## src/rtl/hatch_pkg.sv

```systemverilog
// hatch_pkg: shared definitions for the egg-incubator controller.
//   state_t        controller state encoding
//   STAGE_LAST     last growth image before hatching
//   STAGE_HATCHED  display index of the hatched chick
//   STAGE_FAIL     display index used as a blank screen after failure
package hatch_pkg;

   typedef enum logic [2:0] {
      S_IDLE,
      S_WARM,
      S_GROW,
      S_COLD,
      S_DONE,
      S_FAIL
   } state_t;

   localparam logic [3:0] STAGE_LAST    = 4'd9;
   localparam logic [3:0] STAGE_HATCHED = 4'd10;
   localparam logic [3:0] STAGE_FAIL    = 4'd11;

endpackage

```

## src/rtl/hatch_ctrl_tick_gen.sv

```systemverilog
// tick_gen: free-running prescaler that turns clk into a one-second tick.
//   clk   in   system clock
//   rst   in   asynchronous active-high reset
//   clr   in   synchronous clear of the count (wins over en)
//   en    in   count enable; the count freezes while low
//   tick  out  high for the one cycle in which the count sits at DIV-1
//              with en set, i.e. on the cycle whose edge wraps the count
module tick_gen #(
   parameter int DIV = 1000
) (
   input  logic clk,
   input  logic rst,
   input  logic clr,
   input  logic en,
   output logic tick
);

   localparam int PW = (DIV > 1) ? $clog2(DIV) : 1;
   localparam logic [PW-1:0] LAST = PW'(DIV - 1);

   logic [PW-1:0] cnt;

   // Combinational so the controller can act on the same edge that wraps the count.
   assign tick = en && !clr && (cnt == LAST);

   always_ff @(posedge clk or posedge rst) begin
      if (rst) begin
         cnt <= '0;
      end else if (clr) begin
         cnt <= '0;
      end else if (en) begin
         cnt <= (cnt == LAST) ? '0 : cnt + PW'(1);
      end
   end

endmodule

```

## src/rtl/hatch_ctrl.sv

```systemverilog
// hatch_ctrl: egg-incubation sequencer driving a dot-matrix stage display.
//   clk      in   1 kHz system clock
//   rst      in   asynchronous active-high reset
//   st       in   run enable (level); low returns the block to idle
//   temp     in   1 = temperature OK, 0 = cold
//   num      out  display index: 0..10 growth images, 11 blank (failure)
//   running  out  high while growing or waiting out a cold spell
//   done     out  chick hatched
//   fail     out  egg lost to cold
module hatch_ctrl
   import hatch_pkg::*;
#(
   parameter int TICK_DIV   = 1000,
   parameter int STAGE_SEC  = 3,
   parameter int COLD_LIMIT = 5
) (
   input  logic       clk,
   input  logic       rst,
   input  logic       st,
   input  logic       temp,
   output logic [3:0] num,
   output logic       running,
   output logic       done,
   output logic       fail
);

   localparam int SW = (STAGE_SEC  > 1) ? $clog2(STAGE_SEC)  : 1;
   localparam int CW = (COLD_LIMIT > 1) ? $clog2(COLD_LIMIT) : 1;
   localparam logic [SW-1:0] STG_LAST  = SW'(STAGE_SEC - 1);
   localparam logic [CW-1:0] COLD_LAST = CW'(COLD_LIMIT - 1);

   state_t        state;
   logic [SW-1:0] stg;
   logic [CW-1:0] cold;
   logic          tick;
   logic          pre_clr;
   logic          pre_en;

   // The prescaler only lives while growing or cold. It freezes on a cold
   // edge out of GROW (so a coincident stage wrap is suppressed), but keeps
   // running in COLD to time the cold seconds.
   assign pre_clr = !st || !((state == S_GROW) || (state == S_COLD));
   assign pre_en  = ((state == S_GROW) && temp) || (state == S_COLD);

   tick_gen #(
      .DIV (TICK_DIV)
   ) u_tick (
      .clk  (clk),
      .rst  (rst),
      .clr  (pre_clr),
      .en   (pre_en),
      .tick (tick)
   );

   always_ff @(posedge clk or posedge rst) begin
      if (rst) begin
         state   <= S_IDLE;
         stg     <= '0;
         cold    <= '0;
         num     <= '0;
         running <= 1'b0;
         done    <= 1'b0;
         fail    <= 1'b0;
      end else if (!st) begin
         state   <= S_IDLE;
         stg     <= '0;
         cold    <= '0;
         num     <= '0;
         running <= 1'b0;
         done    <= 1'b0;
         fail    <= 1'b0;
      end else begin
         case (state)
            S_IDLE: state <= S_WARM;
            S_WARM: begin
               if (temp) begin
                  state   <= S_GROW;
                  stg     <= '0;
                  cold    <= '0;
                  num     <= '0;
                  running <= 1'b1;
               end
            end
            S_GROW: begin
               if (!temp) begin
                  state <= S_COLD;
               end else if (tick) begin
                  if (stg == STG_LAST) begin
                     stg <= '0;
                     if (num == STAGE_LAST) begin
                        num     <= STAGE_HATCHED;
                        state   <= S_DONE;
                        running <= 1'b0;
                        done    <= 1'b1;
                     end else begin
                        num <= num + 4'd1;
                     end
                  end else begin
                     stg <= stg + SW'(1);
                  end
               end
            end
            S_COLD: begin
               // Warmth returning wins; the stage timer resumes where it froze.
               if (temp) begin
                  state <= S_GROW;
                  cold  <= '0;
               end else if (tick) begin
                  if (cold == COLD_LAST) begin
                     state   <= S_FAIL;
                     num     <= STAGE_FAIL;
                     running <= 1'b0;
                     fail    <= 1'b1;
                  end else begin
                     cold <= cold + CW'(1);
                  end
               end
            end
            default: ; // DONE and FAIL hold until st drops
         endcase
      end
   end

endmodule
```

## config.mk

```make
export PLATFORM = sky130hd
export DESIGN_NAME = hatch_ctrl
export DESIGN_NICKNAME = d
export VERILOG_FILES = /design/src/rtl/hatch_pkg.sv /design/src/rtl/hatch_ctrl_tick_gen.sv /design/src/rtl/hatch_ctrl.sv
export SDC_FILE = /design/constraint.sdc
export NUM_CORES = 1
export LEC_CHECK = 0
export CAP_MARGIN = 5
export CORE_MARGIN = 2
export CORE_UTILIZATION = 55
export DETAILED_ROUTE_END_ITERATION = 16
export MAX_ROUTING_LAYER = met4
export PLACE_DENSITY = 0.74
export SETUP_SLACK_MARGIN = 0.1
export SLEW_MARGIN = 5
export SYNTH_ARGS = -nofsm -noshare
export SYNTH_HDL_FRONTEND = slang
export SYNTH_SLANG_ARGS = --single-unit
```

## constraint.sdc

```tcl
create_clock -name clk -period 2.05 [get_ports clk]
set_input_delay 0.615 -clock clk [delete_from_list [all_inputs] [get_ports clk]]
set_output_delay 0.615 -clock clk [all_outputs]
set_load 0.005 [all_outputs]
```

==> results.txt, run 1 <==
----------------------------------------------------
[Status]
  Outcome ... complete, no violations

[Worst hold path]
  Type of the most critical hold path ... register to register

[Timing]
  Final setup fails ... 0
  Total Neg Setup Slack ... 0 ns
  Clock Skews ... 0.00382 ns
  Fin crit period ... around 1.9 ns
  Unrepaired setup endpoints after global routing ... false
  Relative max-transition margin ... 76.5%
  Max Transition Viols Final ... 0
  Final hold violations ... 0
  Fmax ... between 500 and 600 MHz
  Transition at the pin with the smallest max-transition slack ... around 0.35 ns
  Period utilisation layout ... between 90% and 100%

[Routing]
  Sum of routed wire length over all layers ... 3930 µm
  Drt initial violations ... 86
  DRC violation count after routing ... 0
  Number of iterations in the first detailed-routing pass ... 4
  Remaining number of nets flagged by the antenna check after routing ... 0
  Routed wire per std cell ... 16.4 µm
  Routed via count ... 1461
  Vias/cell ... 6.11

[Synthesis]
  Flip-flop cell with the highest count after synthesis ... dfrtp_1
  Synthesized instance count ... around 180
  Ys async rst share ... 100%
  Total of flip-flops plus latches after synthesis ... 25
  Synthesized area per cell ... ~9.5 µm²
  Post-synth net total ... 185
  YS warnings ... 0
  Count of different cell masters after synthesis ... 54
  Sequential share of the synthesized area ... 37.2%
  Number of flops mapped to enable cells by yosys ... 0
  Area of the mapped netlist ... about 1700 µm²

[Critical path]
  Critical path arrival ... 1.28 ns
  Maximum fanout count along the critical path ... 6
  Bufs and invs on worst path ... 1
  Worst endpoint required time ... roughly 1.4 ns
  Cell-by-cell listing of the critical path ... clkdlybuf4s50_1
  Crit-path leading delay family ... buffers and inverters
  Critical path's slowest cell ... clkdlybuf4s50_1
  Largest incremental delay on the critical path ... about 0.51 ns
  CP Class ... register to output pin
  Endpoint class of the critical path ... output pin
  Kind of start point of the critical path ... register

[Power and ir drop]
  Proportion of power drawn by the clock network ... 21.7%
  Logic gate share of total power ... about 30%
  Sw power ... about 360 µW
  Share of total power consumed by net switching ... roughly a third
  Peak supply drop ... ~340 µV
  Final Power ... 1080 µW
  Pwr Density ... roughly 540 nW/µm²
  Register share of total power ... between 40 and 50%
  Internal Power ... 718 µW
  Pleak ... roughly 0.0009 µW

[Placement]
  Cell count after placement ... about 230
  Final weighted congestion of routability-driven global placement ... 0.873
  Port Buffer Count ... 10
  DP HPWL ... approximately 2900 µm
  Post-detailed-placement cell area ... roughly 1900 µm²

[Cells and area]
  Fraction of final layout cells sized beyond drive strength 1 ... about a quarter
  Final cell count without fillers ... between 200 and 250
  Post-synthesis to final-layout area growth ... 18.8%
  Number of nets in the layout ... approximately 220
  N_diodes ... 0
  Post-route design area ... between 1500 and 2000 µm²

[Clock network]
  Number of buffers inserted during clock tree synthesis ... 3
  Clock Sink Count ... 25
  Buffer levels on the longest clock path ... 2
  Later-pin clock latency in the skew report ... 0.33 ns
  Clk root buf ... clkbuf_4
  Count of H-tree levels built during CTS ... 1
  Clock-pin slew reported for the worst setup and hold paths after clock tree synthesis ... 0.15 ns
  Clock tree from TritonCTS ... done
  Post-CTS Hold Buffers ... 0

[Die]
  Number of top-level pins ... 11
  Starting Density ... between 50% and 60%
  Core Footprint ... approximately 3000 µm²
  Height of the die ... 59.3 µm
  Chip width ... between 50 and 60 µm
  Overall die area ... approximately 3500 µm²
  Site row count ... 20

[Global routing]
  Total track usage ... between 20% and 30%
  Pin count of the biggest net entering global routing ... 26
  Via count of the first global-routing pass ... ~1400
  Residual overflow from global routing ... 0
  Wire length of the first global-routing pass ... just under 7000 µm
  Initial antenna violation count ... 0

[Run]
  # Max-Cap Violations ... 0

----------------------------------------------------
[per-stage QoR]
| step | hold slack [ns] | setup WS [ns] | util (%) |
|---|---|---|---|
| 2_1_floorplan | 0.469 | 0.434 | - |
| 3_3_place_gp | 0.489 | -0.215 | 64.1 |
| 3_5_place_dp | 0.511 | -0.267 | 64.1 |
| 4_1_cts | 0.538 | 0.100 | 65.4 |
| 5_1_grt | 0.558 | 0.107 | 67.1 |
| 6_report | 0.533 | 0.155 | 67.1 |
[worst reg2reg max path: cells and delay by family (launching register included)]
kind | cells | cell delay, ns
AO/OA/AOI/OAI | 2 | 0.35
flip-flops | 1 | 0.44
buffers and inverters | 1 | 0.18
AND/OR/NAND/NOR | 3 | 0.42
adder cells (fa/ha/maj) | 1 | 0.25
[synthesized netlist by cell type (2+ instances only)]
cell type / number / share of area [%]
a21oi_1: 12 / 3.6
a31o_2: 3 / 1.6
a31oi_1: 7 / 2.6
and3_1: 6 / 2.2
buf_2: 3 / 0.89
buf_6: 3 / 2.0
dfrtp_1: 25 / 37
ha_1: 5 / 3.7
inv_1: 6 / 1.3
inv_2: 2 / 0.45
nand2_1: 10 / 2.2
nand2_2: 2 / 0.74
nand2b_1: 7 / 2.6
nand3_1: 7 / 2.1
nand4b_1: 3 / 1.6
nor2_1: 10 / 2.2
nor2_2: 2 / 0.74
nor2b_1: 8 / 3.0
o21a_1: 3 / 1.3
o21ai_0: 8 / 2.4
o21ai_1: 8 / 2.4
o2bb2ai_1: 4 / 2.1
[path summary, 6_finish.rpt]
kind,from,endpoint,slack [ns],cells after the start
setup / recovery,num[1],num[1],0.16,1
hold / removal,u_tick.cnt[9],u_tick.cnt[9],0.53,1
setup reg to reg,u_tick.cnt[0],num[2],0.31,7
hold reg to reg,u_tick.cnt[9],u_tick.cnt[9],0.53,1
max in group asynchronous,rst,num[3],1.18,3
min in group asynchronous,rst,num[2],0.61,3
[power groups by stage]
stage / clock network (µW) / registers (µW) / logic, µW
global placement: 0 / 527 / 306
CTS: 246 / 518 / 315
detailed placement: 0 / 528 / 313
floorplan: 0 / 529 / 205
finish: 235 / 520 / 326
global route: 260 / 522 / 358
[cells by family (layout without fill, tap and decap cells)]
| group | Yosys count | in the layout | share of synthesized area [%] |
|---|---|---|---|
| adders and majority gates | 5 | 5 | 3.72 |
| muxes | 1 | 1 | 0.596 |
| and+or+nand+nor | 71 | 71 | 28.1 |
| buffers and inverters | 16 | 46 | 6.03 |
| xor gates and xnor gates | 1 | 1 | 0.521 |
| AOI/OAI and AO/OA | 57 | 57 | 23.8 |
| DFF | 25 | 25 | 37.2 |
[layout make-up]
type | count | area, µm²
multi-input cells | 135 | 978
clock buffers | 3 | 22.5
fillers | 239 | 981
inverters | 8 | 30.0
clock inverters | 1 | 7.51
flip-flops and latches | 25 | 629
well taps | 33 | 41.3
repair buffers | 34 | 288
[sequential cells by signal, summed over array words and instances (netlist names)]
register    cells
cold            3
done            1
fail            1
num             4
running         1
state           3
stg             2
u_tick.cnt     10
[routing by layer]
layer / up-vias / routed length [µm] / track usage (%)
li1: 702 / - / -
met1: 704 / 1780 / 34.3
met2: 42 / 1920 / 41.4
met3: 13 / 105 / 3.06
met4: 0 / 129 / 9.42
met5: - / 0 / -
[timing repair]
item | 4_1_cts | 5_1_grt
resized for setup | 1 | 9
setup endpoints to repair | 2 | 16
setup buffers | 1 | 2
pin swaps | 0 | 2
cloned | 0 | 0
[layout by cell type (no fill, tap or decap), types with 2 or more instances in the layout]
cell type | synthesis | routed
nor2b_1 | 8 | 8
dfrtp_2 | 0 | 3
nand4b_1 | 3 | 3
inv_2 | 2 | 2
nor2_4 | 1 | 2
nand2_2 | 2 | 2
and3_1 | 6 | 6
dlymetal6s2s_1 | 0 | 3
nand3_1 | 7 | 7
nor2_1 | 10 | 10
dfrtp_1 | 25 | 22
inv_1 | 6 | 6
o21ai_0 | 8 | 8
o21a_1 | 3 | 3
clkbuf_4 | 0 | 3
a31o_2 | 3 | 3
nand2b_1 | 7 | 6
a21oi_1 | 12 | 12
clkdlybuf4s50_1 | 0 | 7
o21ai_1 | 8 | 7
ha_1 | 5 | 5
nand2_1 | 10 | 10
o2bb2ai_1 | 4 | 4
nor4_4 | 1 | 2
a31oi_1 | 7 | 7
buf_4 | 1 | 24
No activity file was read; power rests on OpenSTA's default activity.
==> run 2: changes to the inputs <==
==> constraint.sdc (replaced) <==
create_clock -name clk -period 1.78 [get_ports clk]
set_input_delay 0.534 -clock clk [delete_from_list [all_inputs] [get_ports clk]]
set_output_delay 0.534 -clock clk [all_outputs]
set_load 0.005 [all_outputs]
==> results.txt, run 2 (synthesis results as in run 1) <==
----------------------------------------------------
[Timing]
  Transition at the pin with the smallest max-transition slack ... 0.352 ns
  Fin crit period ... roughly 1.6 ns
  Unrepaired setup endpoints after global routing ... true
  Final setup fails ... 0
  Period utilisation layout ... about nine tenths
  Max Transition Viols Final ... 0
  Clock Skews ... between 0.01 and 0.015 ns
  Final hold violations ... 0
  Fmax ... 613 MHz
  Relative max-transition margin ... between 70% and 80%

[Power and ir drop]
  Peak supply drop ... a little under 600 µV
  Internal Power ... between 800 and 900 µW
  Pwr Density ... 597 nW/µm²
  Proportion of power drawn by the clock network ... between 20 and 25%
  Pleak ... ~0.0010 µW
  Register share of total power ... 47.8%
  Sw power ... 435 µW
  Share of total power consumed by net switching ... between 30 and 40%
  Logic gate share of total power ... between 30% and 40%

[Routing]
  DRC violation count after routing ... 0
  Vias/cell ... between 6 and 7
  Remaining number of nets flagged by the antenna check after routing ... 0
  Number of iterations in the first detailed-routing pass ... 4
  Sum of routed wire length over all layers ... 4170 µm
  Drt initial violations ... slightly below 70
  Routed via count ... approximately 1500
  Routed wire per std cell ... 16.7 µm

[Critical path]
  Critical path arrival ... roughly 1.9 ns
  Largest incremental delay on the critical path ... around 0.42 ns
  Critical path's slowest cell ... dfrtp_1
  Maximum fanout count along the critical path ... 5
  Worst endpoint required time ... ~2.0 ns
  Endpoint class of the critical path ... register
  Kind of start point of the critical path ... register
  Cell-by-cell listing of the critical path ... inv_2 > ha_2 > and3b_2 > o21ai_2 > a41oi_4 > o221ai_2 > o2bb2ai_1
  CP Class ... register to register

[Clock network]
  Later-pin clock latency in the skew report ... 0.34 ns
  Number of buffers inserted during clock tree synthesis ... 3
  Post-CTS Hold Buffers ... 0
  Clock tree from TritonCTS ... done
  Clock Sink Count ... 25
  Buffer levels on the longest clock path ... 2
  Clk root buf ... clkbuf_4
  Clock-pin slew reported for the worst setup and hold paths after clock tree synthesis ... about 0.15 ns
  Count of H-tree levels built during CTS ... 1

[Global routing]
  Initial antenna violation count ... 0
  Residual overflow from global routing ... 0
  Via count of the first global-routing pass ... 1440
  Pin count of the biggest net entering global routing ... 26
  Wire length of the first global-routing pass ... just under 7000 µm
  Total track usage ... roughly a quarter

[Cells and area]
  Number of nets in the layout ... around 230
  Top library cells by usage in the layout, fill and taps aside ... buf_4, dfrtp_1, a21oi_1
  Number of filler cells placed in the layout ... roughly 230
  Post-synthesis to final-layout area growth ... 26.6%
  Final cell count without fillers ... ~250
  Fraction of final layout cells sized beyond drive strength 1 ... about 37%
  N_diodes ... 0
  Largest reg by FF count ... u_tick.cnt
  Post-route design area ... 2130 µm²
  Top Registers ... u_tick.cnt: 10 flops, num: 4 flops
  Flip-flop count of the largest register, all copies and words added ... 10
  Storage cell area ... between 600 and 700 µm²
  Multi-input gate area in the final layout ... 1040 µm²
  Leading cell type in the layout, fill and taps excluded ... buf_4

[Status]
  Outcome ... complete, no violations

[Die]
  Starting Density ... 56.4%
  Chip width ... between 50 and 60 µm
  Number of top-level pins ... 11
  Height of the die ... just under 60 µm
  Site row count ... 20
  Overall die area ... roughly 3500 µm²
  Core Footprint ... approximately 3000 µm²

[Placement]
  Post-detailed-placement cell area ... 1900 µm²
  Port Buffer Count ... 10
  DP HPWL ... 2870 µm
  Cell count after placement ... between 200 and 250
  Final weighted congestion of routability-driven global placement ... approximately 1

[Run]
  # Max-Cap Violations ... 0

[Worst hold path]
  Type of the most critical hold path ... primary input to asynchronous set/reset pin

----------------------------------------------------
run 2: cell types whose count changed in the layout (fill, tap and decap cells not counted), sizes merged:
cell / before / now
buf: 24 / 34
clkdlybuf4s50: 7 / 1
dlygate4sd2: 0 / 8
dlymetal6s2s: 3 / 1
run 2: final cells by class:
cell class | instances | share of cell area (%)
clock buffer | 3 | 1.06
clock inverter | 1 | 0.353
inverter | 8 | 1.41
multi-input combinational | 135 | 48.8
sequential | 25 | 29.7
tap | 33 | 1.94
timing repair buffer | 44 | 16.7
run 2: through the flow:
| stage | hold WS [ns] | power, µW | TNS [ns] | utilization (%) | setup slack [ns] |
|---|---|---|---|---|---|
| floorplan | 0.469 | 846 | 0 | - | 0.235 |
| global placement | 0.496 | 955 | -6.46 | 63.8 | -0.356 |
| detailed placement | 0.505 | 959 | -7.74 | 63.8 | -0.435 |
| CTS | 0.524 | 1240 | 0 | 67.2 | 0.0327 |
| global route | 0.559 | 1330 | 0 | 71.4 | 0.0895 |
| finish | 0.527 | 1270 | 0 | 71.4 | 0.148 |
run 2: repair_timing:
action | CTS | global route
pin swaps | 1 | 3
endpoints found under the setup margin | 27 | 21
resized for setup | 17 | 19
endpoints found under the hold margin | 0 | 0
buffers inserted | 6 | 8
run 2: final timing paths:
path / start / endpoint / slack, ns / depth (start not counted)
setup / recovery: cold[0] / num[2] / 0.15 / 7
hold reg to reg: u_tick.cnt[5] / u_tick.cnt[5] / 0.53 / 1
hold / removal: rst / u_tick.cnt[2] / 0.53 / 3
min in group clk: u_tick.cnt[5] / u_tick.cnt[5] / 0.53 / 1
max in group asynchronous: rst / state[2] / 0.98 / 3
setup reg to reg: cold[0] / num[2] / 0.15 / 7
run 2: power by group through the flow:
stage	Sequential, µW	Clock, µW	Combinational [µW]
floorplan	609	0	236
global placement	615	0	341
detailed placement	613	0	346
CTS	605	280	359
global route	610	297	418
finish	607	277	386
run 2: critical path: cells and delay by family, from the launching register on:
family                   cells  cell delay [ns]
AO/OA/AOI/OAI                4             0.65
flip-flops                   1             0.42
adder cells (fa/ha/maj)      1             0.19
buffers and inverters        1             0.07
AND/OR/NAND/NOR              1             0.22
run 2: metal layers:
| layer | vias up | GRT usage (%) | wire [µm] |
|---|---|---|---|
| met5 | - | - | 0 |
| met4 | 0 | 10.7 | 89 |
| met3 | 11 | 2.84 | 154 |
| met2 | 46 | 42.1 | 2110 |
| met1 | 734 | 33.2 | 1810 |
| li1 | 729 | - | - |
==> run 3: changes to the inputs <==
--- a/config.mk
+++ b/config.mk
@@ -5,6 +5,7 @@
 export SDC_FILE = /design/constraint.sdc
 export NUM_CORES = 1
 export LEC_CHECK = 0
+export ABC_CLOCK_PERIOD_IN_PS = 1780
 export CAP_MARGIN = 5
 export CORE_MARGIN = 2
 export CORE_UTILIZATION = 55
==> results of run 3 <==
Final layout, timing and power as in run 2 (identical DEF).
